File: config.mk
export PLATFORM = sky130hd
export DESIGN_NAME = uart_rx_frame_flat
export DESIGN_NICKNAME = d
export VERILOG_FILES = /design/src/rtl/uart_rx_frame_if.sv /design/src/rtl/uart_rx_frame.sv /design/src/flat_wrapper.sv
export SDC_FILE = /design/constraint.sdc
export NUM_CORES = 1
export LEC_CHECK = 0
export BUFFER_PORTS_ARGS = -buffer_cell sky130_fd_sc_hd__buf_2
export CAP_MARGIN = 20
export CORE_MARGIN = 3
export CORE_UTILIZATION = 35
export CTS_CLUSTER_DIAMETER = 120
export DETAILED_ROUTE_END_ITERATION = 8
export PLACE_DENSITY = 0.55
export SYNTH_ARGS = -nofsm -noshare
export SYNTH_HDL_FRONTEND = slang
export SYNTH_SLANG_ARGS = --single-unit
File: constraint.sdc
create_clock -name clk_in -period 2 [get_ports clk_in]
set_clock_uncertainty 0.1 [all_clocks]
set_input_delay 0.3 -clock clk_in [delete_from_list [all_inputs] [get_ports clk_in]]
set_output_delay 0.3 -clock clk_in [all_outputs]
set_load 0.005 [all_outputs]
File: src/rtl/uart_rx_frame_if.sv
// Output side of uart_rx_frame: held frame, error flags and valid/ready handshake.
// master = receiver, slave = byte-stream consumer.
interface uart_rx_frame_if #(
  parameter int DATA_BITS = 8
);
  logic                 rx_ready_in;
  logic                 rx_valid_out;
  logic [DATA_BITS-1:0] rx_data_out;
  logic                 parity_err_out;
  logic                 frame_err_out;
  logic                 overrun_err_out;

  modport master (
    input  rx_ready_in,
    output rx_valid_out,
    output rx_data_out,
    output parity_err_out,
    output frame_err_out,
    output overrun_err_out
  );

  modport slave (
    output rx_ready_in,
    input  rx_valid_out,
    input  rx_data_out,
    input  parity_err_out,
    input  frame_err_out,
    input  overrun_err_out
  );
endinterface

File: src/rtl/uart_rx_frame.sv
// Oversampled UART receiver: parity/framing checks, valid/ready output, overrun pulse.
// Define UART_RX_MAJORITY_EN for 2-of-3 majority voting at every sample point.
module uart_rx_frame #(
  parameter int OVERSAMPLING = 16,
  parameter int DATA_BITS    = 8,
  parameter int PARITY       = 0,
  parameter int STOP_BITS    = 1
) (
  input  logic            clk_in,
  input  logic            nrst_in,
  input  logic            rx_serial_in,
  uart_rx_frame_if.master rx_if
);
  localparam int CW = $clog2(OVERSAMPLING);
  localparam int IW = $clog2(DATA_BITS + 3);
  localparam logic [CW-1:0] BIT_CMP = CW'(OVERSAMPLING - 1);
`ifdef UART_RX_MAJORITY_EN
  localparam logic [CW-1:0] START_CMP = CW'(OVERSAMPLING / 2);
`else
  localparam logic [CW-1:0] START_CMP = CW'(OVERSAMPLING / 2 - 1);
`endif
  localparam logic [IW-1:0] DATA_LAST = IW'(DATA_BITS - 1);
  localparam logic [IW-1:0] STOP_LAST = IW'(STOP_BITS - 1);

  typedef enum logic [2:0] {
    ST_IDLE,
    ST_START,
    ST_DATA,
    ST_PARITY,
    ST_STOP
  } state_t;

  state_t               r_state;
  logic                 r_sync1;
  logic                 r_sync2;
  logic [CW-1:0]        r_cnt;
  logic [IW-1:0]        r_idx;
  logic [DATA_BITS-1:0] r_shift;
  logic                 r_perr;
  logic                 r_ferr;
  logic                 r_valid;
  logic [DATA_BITS-1:0] r_data;
  logic                 r_pe;
  logic                 r_fe;
  logic                 r_ovr;

  logic w_rx;
  logic w_s;
  logic w_tick;
  logic w_done;
  logic w_par;

  assign w_rx = r_sync2;

`ifdef UART_RX_MAJORITY_EN
  logic r_h1;
  logic r_h2;

  always_ff @(posedge clk_in or negedge nrst_in) begin
    if (!nrst_in) begin
      r_h1 <= 1'b1;
      r_h2 <= 1'b1;
    end else begin
      r_h1 <= w_rx;
      r_h2 <= r_h1;
    end
  end

  // decided one cycle after the nominal point, over point-1..point+1
  assign w_s = (r_h1 & r_h2) | (r_h1 & w_rx) | (r_h2 & w_rx);
`else
  assign w_s = w_rx;
`endif

  always_ff @(posedge clk_in or negedge nrst_in) begin
    if (!nrst_in) begin
      r_sync1 <= 1'b1;
      r_sync2 <= 1'b1;
    end else begin
      r_sync1 <= rx_serial_in;
      r_sync2 <= r_sync1;
    end
  end

  assign w_tick = (r_state == ST_START) ? (r_cnt == START_CMP)
                                        : (r_cnt == BIT_CMP);
  assign w_done = (r_state == ST_STOP) && w_tick && (r_idx == STOP_LAST);
  assign w_par  = (^r_shift) ^ w_s;

  always_ff @(posedge clk_in or negedge nrst_in) begin
    if (!nrst_in) begin
      r_state <= ST_IDLE;
      r_cnt   <= '0;
      r_idx   <= '0;
      r_shift <= '0;
      r_perr  <= 1'b0;
      r_ferr  <= 1'b0;
      r_valid <= 1'b0;
      r_data  <= '0;
      r_pe    <= 1'b0;
      r_fe    <= 1'b0;
      r_ovr   <= 1'b0;
    end else begin
      r_cnt <= r_cnt + CW'(1);
      r_ovr <= 1'b0;
      unique case (r_state)
        ST_IDLE: begin
          r_cnt  <= '0;
          r_idx  <= '0;
          r_perr <= 1'b0;
          r_ferr <= 1'b0;
          if (!w_rx) r_state <= ST_START;
        end
        ST_START: begin
          if (w_tick) begin
            r_cnt   <= '0;
            r_state <= w_s ? ST_IDLE : ST_DATA;
          end
        end
        ST_DATA: begin
          if (w_tick) begin
            r_cnt   <= '0;
            r_shift <= {w_s, r_shift[DATA_BITS-1:1]};
            if (r_idx == DATA_LAST) begin
              r_idx   <= '0;
              r_state <= (PARITY != 0) ? ST_PARITY : ST_STOP;
            end else begin
              r_idx <= r_idx + IW'(1);
            end
          end
        end
        ST_PARITY: begin
          if (w_tick) begin
            r_cnt   <= '0;
            r_perr  <= (PARITY == 1) ? w_par : !w_par;
            r_state <= ST_STOP;
          end
        end
        ST_STOP: begin
          if (w_tick) begin
            r_cnt <= '0;
            if (!w_s) r_ferr <= 1'b1;
            if (r_idx == STOP_LAST) r_state <= ST_IDLE;
            else r_idx <= r_idx + IW'(1);
          end
        end
        default: r_state <= ST_IDLE;
      endcase

      // a completing frame wins over the clear from a same-cycle accept
      if (w_done) begin
        if (!r_valid || rx_if.rx_ready_in) begin
          r_valid <= 1'b1;
          r_data  <= r_shift;
          r_pe    <= r_perr;
          r_fe    <= r_ferr | ~w_s;
        end else begin
          r_ovr <= 1'b1;
        end
      end else if (r_valid && rx_if.rx_ready_in) begin
        r_valid <= 1'b0;
      end
    end
  end

  assign rx_if.rx_valid_out    = r_valid;
  assign rx_if.rx_data_out     = r_data;
  assign rx_if.parity_err_out  = r_pe;
  assign rx_if.frame_err_out   = r_fe;
  assign rx_if.overrun_err_out = r_ovr;
endmodule
File: src/flat_wrapper.sv
// flat-port wrapper written by rule: the top's interface ports become plain ports
module uart_rx_frame_flat 
#(
  parameter int OVERSAMPLING = 16,
  parameter int DATA_BITS    = 8,
  parameter int PARITY       = 0,
  parameter int STOP_BITS    = 1
)
  (clk_in, nrst_in, rx_serial_in, rx_if_rx_ready_in, rx_if_rx_valid_out, rx_if_rx_data_out, rx_if_parity_err_out, rx_if_frame_err_out, rx_if_overrun_err_out);
  uart_rx_frame_if #(.DATA_BITS(DATA_BITS)) rx_if_i ();
  input  logic clk_in;
  input  logic nrst_in;
  input  logic rx_serial_in;
  input wire logic [$bits(rx_if_i.rx_ready_in)-1:0] rx_if_rx_ready_in;
  output wire logic [$bits(rx_if_i.rx_valid_out)-1:0] rx_if_rx_valid_out;
  output wire logic [$bits(rx_if_i.rx_data_out)-1:0] rx_if_rx_data_out;
  output wire logic [$bits(rx_if_i.parity_err_out)-1:0] rx_if_parity_err_out;
  output wire logic [$bits(rx_if_i.frame_err_out)-1:0] rx_if_frame_err_out;
  output wire logic [$bits(rx_if_i.overrun_err_out)-1:0] rx_if_overrun_err_out;
  assign rx_if_i.rx_ready_in = rx_if_rx_ready_in;
  assign rx_if_rx_valid_out = rx_if_i.rx_valid_out;
  assign rx_if_rx_data_out = rx_if_i.rx_data_out;
  assign rx_if_parity_err_out = rx_if_i.parity_err_out;
  assign rx_if_frame_err_out = rx_if_i.frame_err_out;
  assign rx_if_overrun_err_out = rx_if_i.overrun_err_out;
  uart_rx_frame #(.OVERSAMPLING(OVERSAMPLING), .DATA_BITS(DATA_BITS), .PARITY(PARITY), .STOP_BITS(STOP_BITS)) u_core (.clk_in(clk_in), .nrst_in(nrst_in), .rx_serial_in(rx_serial_in), .rx_if(rx_if_i));
endmodule
[Yosys cells after proc, flatten, opt, wreduce, memory -nomap -nowiden]
Index checks and enable logic that the tools add are counted.
Word-level totals
  register bits: 35
  output and inout bits: 12
Operators by class
  add/subtract/negate cells: 2
  eq/ne operators: 17
  muxes and demuxes: 27
  bitwise gates (word level): 3
  reduce and logical (&&, ||, !) cells: 21
Operators by type and width (count)
  2-to-1 mux 3 bit: 7
  2-to-1 mux 4 bit: 5
  one-hot mux 3 bit (5 select lines): 1
  one-hot mux 4 bit (3 select lines): 1
  != test 2 x 1 -> 1 bit, second input constant: 5
  != test 2 bit, second input constant: 5
  2-to-1 mux 1 bit: 9
  adder 4 x 1 -> 4 bit, second input constant: 2
  equality test 4 x 3 -> 1 bit, second input constant: 2
  one-hot mux 4 bit (2 select lines): 1
  AND reduction 2 bit: 4
  parity 8 bit: 1
  AND reduction 7 bit: 1
  equality test 3 x 2 -> 1 bit, second input constant: 2
  nonzero test 2 bit: 3
  equality test 4 bit, second input constant: 1
  logical NOT 4 bit: 1
  one-hot mux 1 bit (2 select lines): 2
  AND reduction 4 bit: 1
  OR reduction 4 bit: 1
  equality test 3 x 1 -> 1 bit, second input constant: 1
  equality test 3 bit, second input constant: 1
  logical AND 1 bit: 3
  logical NOT 3 bit: 1
  8 further kinds: 9

[Logic depth before layout (Yosys ltp)]
  depth in word-level cells: 6
  gate-level depth with buffers: 6
  depth with buffers taken out: 6

[Least setup slack after synthesis]
OpenSTA, ideal clock, no wires.
  kind: reg-to-reg
  from: register u_core.r_idx[0]
  to: register u_core.r_fe, in the netlist u_core.rx_if.frame_err_out
  setup time: 125 ps
  arrival time: 1810 ps
  slack: -35 ps
  stages on the path, launching flop included: 7
  clock period less this slack: 2035 ps
  path through: dfrtp_1 > inv_1 > ha_1 > nor3b_1 > nand3_1 > nor3_4 > mux2_2
On the way
  word-level cells in the longest chain between the ends: 3
RTL lines
  start, declared: line uart_rx_frame.sv:37  | logic [IW-1:0] r_idx;
  start signal, assigned: line uart_rx_frame.sv:128  | r_idx <= r_idx + IW'(1);
  start signal, assigned: line uart_rx_frame.sv:144  | else r_idx <= r_idx + IW'(1);
  logical NOT 4 bit: line uart_rx_frame.sv:87  | assign w_done = (r_state == ST_STOP) && w_tick && (r_idx == STOP_LAST);
  logical AND 1 bit: line uart_rx_frame.sv:87
  AND reduction 2 bit (no line)
  end signal, assigned: line uart_rx_frame.sv:156  | r_fe <= r_ferr | ~w_s;
  end, declared: line uart_rx_frame.sv:44  | logic r_fe;
No other way between the ends.
A chain may end at the register's enable or synchronous reset.

[Final worst setup path]
  from: register u_core.r_state[2]
  to: register u_core.r_data[0], in the netlist u_core.rx_if.rx_data_out[0]
On the way
  word-level cells in the longest chain between the ends: 5
RTL lines
  start, declared: line uart_rx_frame.sv:33  | state_t r_state;
  start signal, assigned: line uart_rx_frame.sv:117  | r_state <= w_s ? ST_IDLE : ST_DATA;
  start signal, assigned: line uart_rx_frame.sv:126  | r_state <= (PARITY != 0) ? ST_PARITY : ST_STOP;
  equality test 3 x 1 -> 1 bit: line uart_rx_frame.sv:85  | assign w_tick = (r_state == ST_START) ? (r_cnt == START_CMP)
  2-to-1 mux 1 bit: line uart_rx_frame.sv:85
  logical AND 1 bit * (2 in series): line uart_rx_frame.sv:87
  AND reduction 2 bit (no line) *
  end signal, assigned: line uart_rx_frame.sv:154  | r_data <= r_shift;
  end, declared: line uart_rx_frame.sv:42  | logic [DATA_BITS-1:0] r_data;
Every way passes the cells marked *; elsewhere a longest branch is shown, timed or not.

==> reports/results.ini <==
[run_status]
outcome = finished with violations
violations = hold timing

[finish]
final_common_cell = dfrtp_1
layout_common_cells = dfrtp_1, mux2_2, buf_2
drive_above_1_share_pct = 39.0
diodes = 0
instances_no_fill = 216
areaGrowthSynthToFinish_pct = 21.1
final_nets = 170
utilization_pct = 45.2

[pwr]
p_total_w = 0.00222
power_density_nw_per_um2 = 1100
p_leak_nw = 0.967
irDropWorstVdd_mv = 0.515

[global_routing]
grt_pass1_wl_mm = 5.24
grt-ovfl-total = 0
antenna_found_initial = 0
grt_max_degree = 36
track_usage_pct = 12.5
grt_pass1_vias = 1130

[synth]
avgSynthCellArea_um2 = 12.5
yosys.cell_types.count = 41
synth_fp_nets = 140
syn_inst = 133
yosys_register_bits = 35
seq_area_frac_synth_pct = 52.6
synth-edff-count = 0
async_flop_share_pct = 100
ys_warn_count = 0
netlist_area_um2 = 1670
synth_flop_cell = dfrtp_1

[die]
die_height_um = 75.1
io_pins = 16
dieArea_um2 = 5630
initial_core_util_pct = 37.3
die_w_um = 75.1
row_count = 24
core_um2 = 4470

[job]
cap_violations = 0

[clock_tree]
cts.sink_count = 35
cts_root_buf = clkbuf_8
cts-htree-levels = 2
path_clk_slew_ns = 0.07
worst_skew_pair.late_latency_ns = 0.28
cts_max_path_buffers = 2
cts_tree = built
numCtsBuffers = 5

[timing]
final_hold_viol_count = 31
slew_headroom_pct = 49.3
worst_slew_pin_slew_ns = 0.761
finalHoldWorstSlack_ns = -0.0115
drv_slew = 0
finalSetupTns_ns = 0
fin_crit_ns = 1.85
fmax_ghz = 0.541
rsz0062_at_grt = no
setup_viol = 0
finalCritPeriodShare_pct = 92.3

[setup_path]
critPathMaxFanout = 10
crit_arrival_ns = 1.92
critPathCaptureType = register
crit_type = reg -> reg
worstSetupStartpointType = register
critPathRequiredTime_ns = 2.07

[drt]
drc = 0
drt_iter0_drc = 52
ant_nets = 0
wirelength_mm = 3.14
dr_total_vias = 1113
vias_per_cell = 5.15
wl_per_cell_um = 14.6
dr.pass1.iters = 4

[placement]
post-place-cells = 207
dp_hpwl_mm = 2.30
port_buffers = 15
gp_congestion = 0.891

[hold_path]
hold_class = in -> async

[area by class of cell]
type | count | area (um2)
clock buffers | 6 | 72.6
multi-input cells | 88 | 764
repair buffers | 27 | 180
fillers | 406 | 2450
well taps | 52 | 65.1
clock inverters | 2 | 37.5
flip-flops and latches | 35 | 878
inverters | 6 | 22.5
[per-layer routing]
layer / track usage, % / part of all wire [%]
met5: 0 / 0
met4: 5.34 / 1.6
met3: 3.87 / 3.6
met2: 19.9 / 50
met1: 15.6 / 44
[cell families after synthesis]
kind of cell	Yosys count	share of synthesized area (%)
AO/OA/AOI/OAI	23	9.82
AND/OR/NAND/NOR	31	11.8
adder cells (fa/ha/maj)	3	2.25
buffers and inverters	10	3.15
multiplexers	19	12.8
flip-flops	35	52.6
XOR/XNOR	12	7.57
[through the flow]
step | setup WS (ns) | cell area [um2]
2_1_floorplan | 0.0500 | 1670
3_3_place_gp | 0.135 | 1880
3_5_place_dp | 0.0755 | 1880
4_1_cts | 0.0637 | 1990
5_1_grt | 0.0198 | 2020
6_report | 0.153 | 2020
[state kept, by name (all words and copies together), names as in the netlist]
signal,count
u_core.r_perr,1
u_core.r_idx,4
u_core.r_cnt,4
u_core.r_shift,8
u_core.r_state,3
u_core.r_sync1,1
u_core.r_ferr,1
u_core.r_sync2,1
u_core.rx_if.rx_valid_out,1
u_core.rx_if.overrun_err_out,1
u_core.rx_if.rx_data_out,8
u_core.rx_if.parity_err_out,1
u_core.rx_if.frame_err_out,1
[path summary, 6_finish.rpt]
kind                                               startpoint                                      end  slack (ns)  cells after the start
max in group asynchronous                             nrst_in   u_core.rx_if.overrun_err_out$_DFF_PN0_        1.33                      1
worst min register to register       u_core.r_sync1$_DFF_PN1_                 u_core.r_sync2$_DFF_PN1_        0.26                      0
worst max register to register  u_core.r_state[2]$_DFFE_PN0P_  u_core.rx_if.rx_data_out[0]$_DFFE_PN0P_        0.15                      6
min in group clk_in                         rx_if_rx_ready_in   u_core.rx_if.overrun_err_out$_DFF_PN0_        0.23                      3
worst min-delay path                                  nrst_in            u_core.r_state[0]$_DFFE_PN0P_       -0.01                      1
worst max-delay path            u_core.r_state[2]$_DFFE_PN0P_  u_core.rx_if.rx_data_out[0]$_DFFE_PN0P_        0.15                      6
[cell usage after synthesis (2+ instances only)]
cell type  instances  share of area (%)
a21oi_1            4                1.2
buf_4              2               0.90
dfrtp_1           33                 49
ha_1               3                2.2
mux2_2            19                 13
nand3_1            6                1.8
nor2_1             2               0.45
nand2_1            7                1.6
xnor2_1            5                2.6
inv_1              6                1.3
nand2b_1           4                1.5
xor2_1             5                2.6
a22o_1             3                1.6
nor3_1             2               0.60
o21a_1             2               0.90
o21ai_0            4                1.2
dfstp_2            2                3.1
[worst max-delay path, cell delays in order (launching register included)]
cell	delay [ns]
dfrtp_1	0.41
buf_4	0.18
nor3b_4	0.22
xnor2_2	0.12
nor3_4	0.21
buf_12	0.16
mux2_2	0.33
[where the power goes]
| part | internal [W] | total [W] | switching [W] |
|---|---|---|---|
| logic | 0.000333 | 0.000639 | 0.000306 |
| clock network | 0.000372 | 0.000621 | 0.000249 |
| registers | 0.000829 | 0.000958 | 0.000129 |
| total | 0.00153 | 0.00222 | 0.000684 |
[repair_timing]
item                       4_1_cts  5_1_grt
resized for setup                0        5
setup endpoints to repair        0       13
hold endpoints to repair         0        1
setup buffers                    0        0
hold buffers                     0        1
Note: power is estimated with default switching activity, not from simulation.
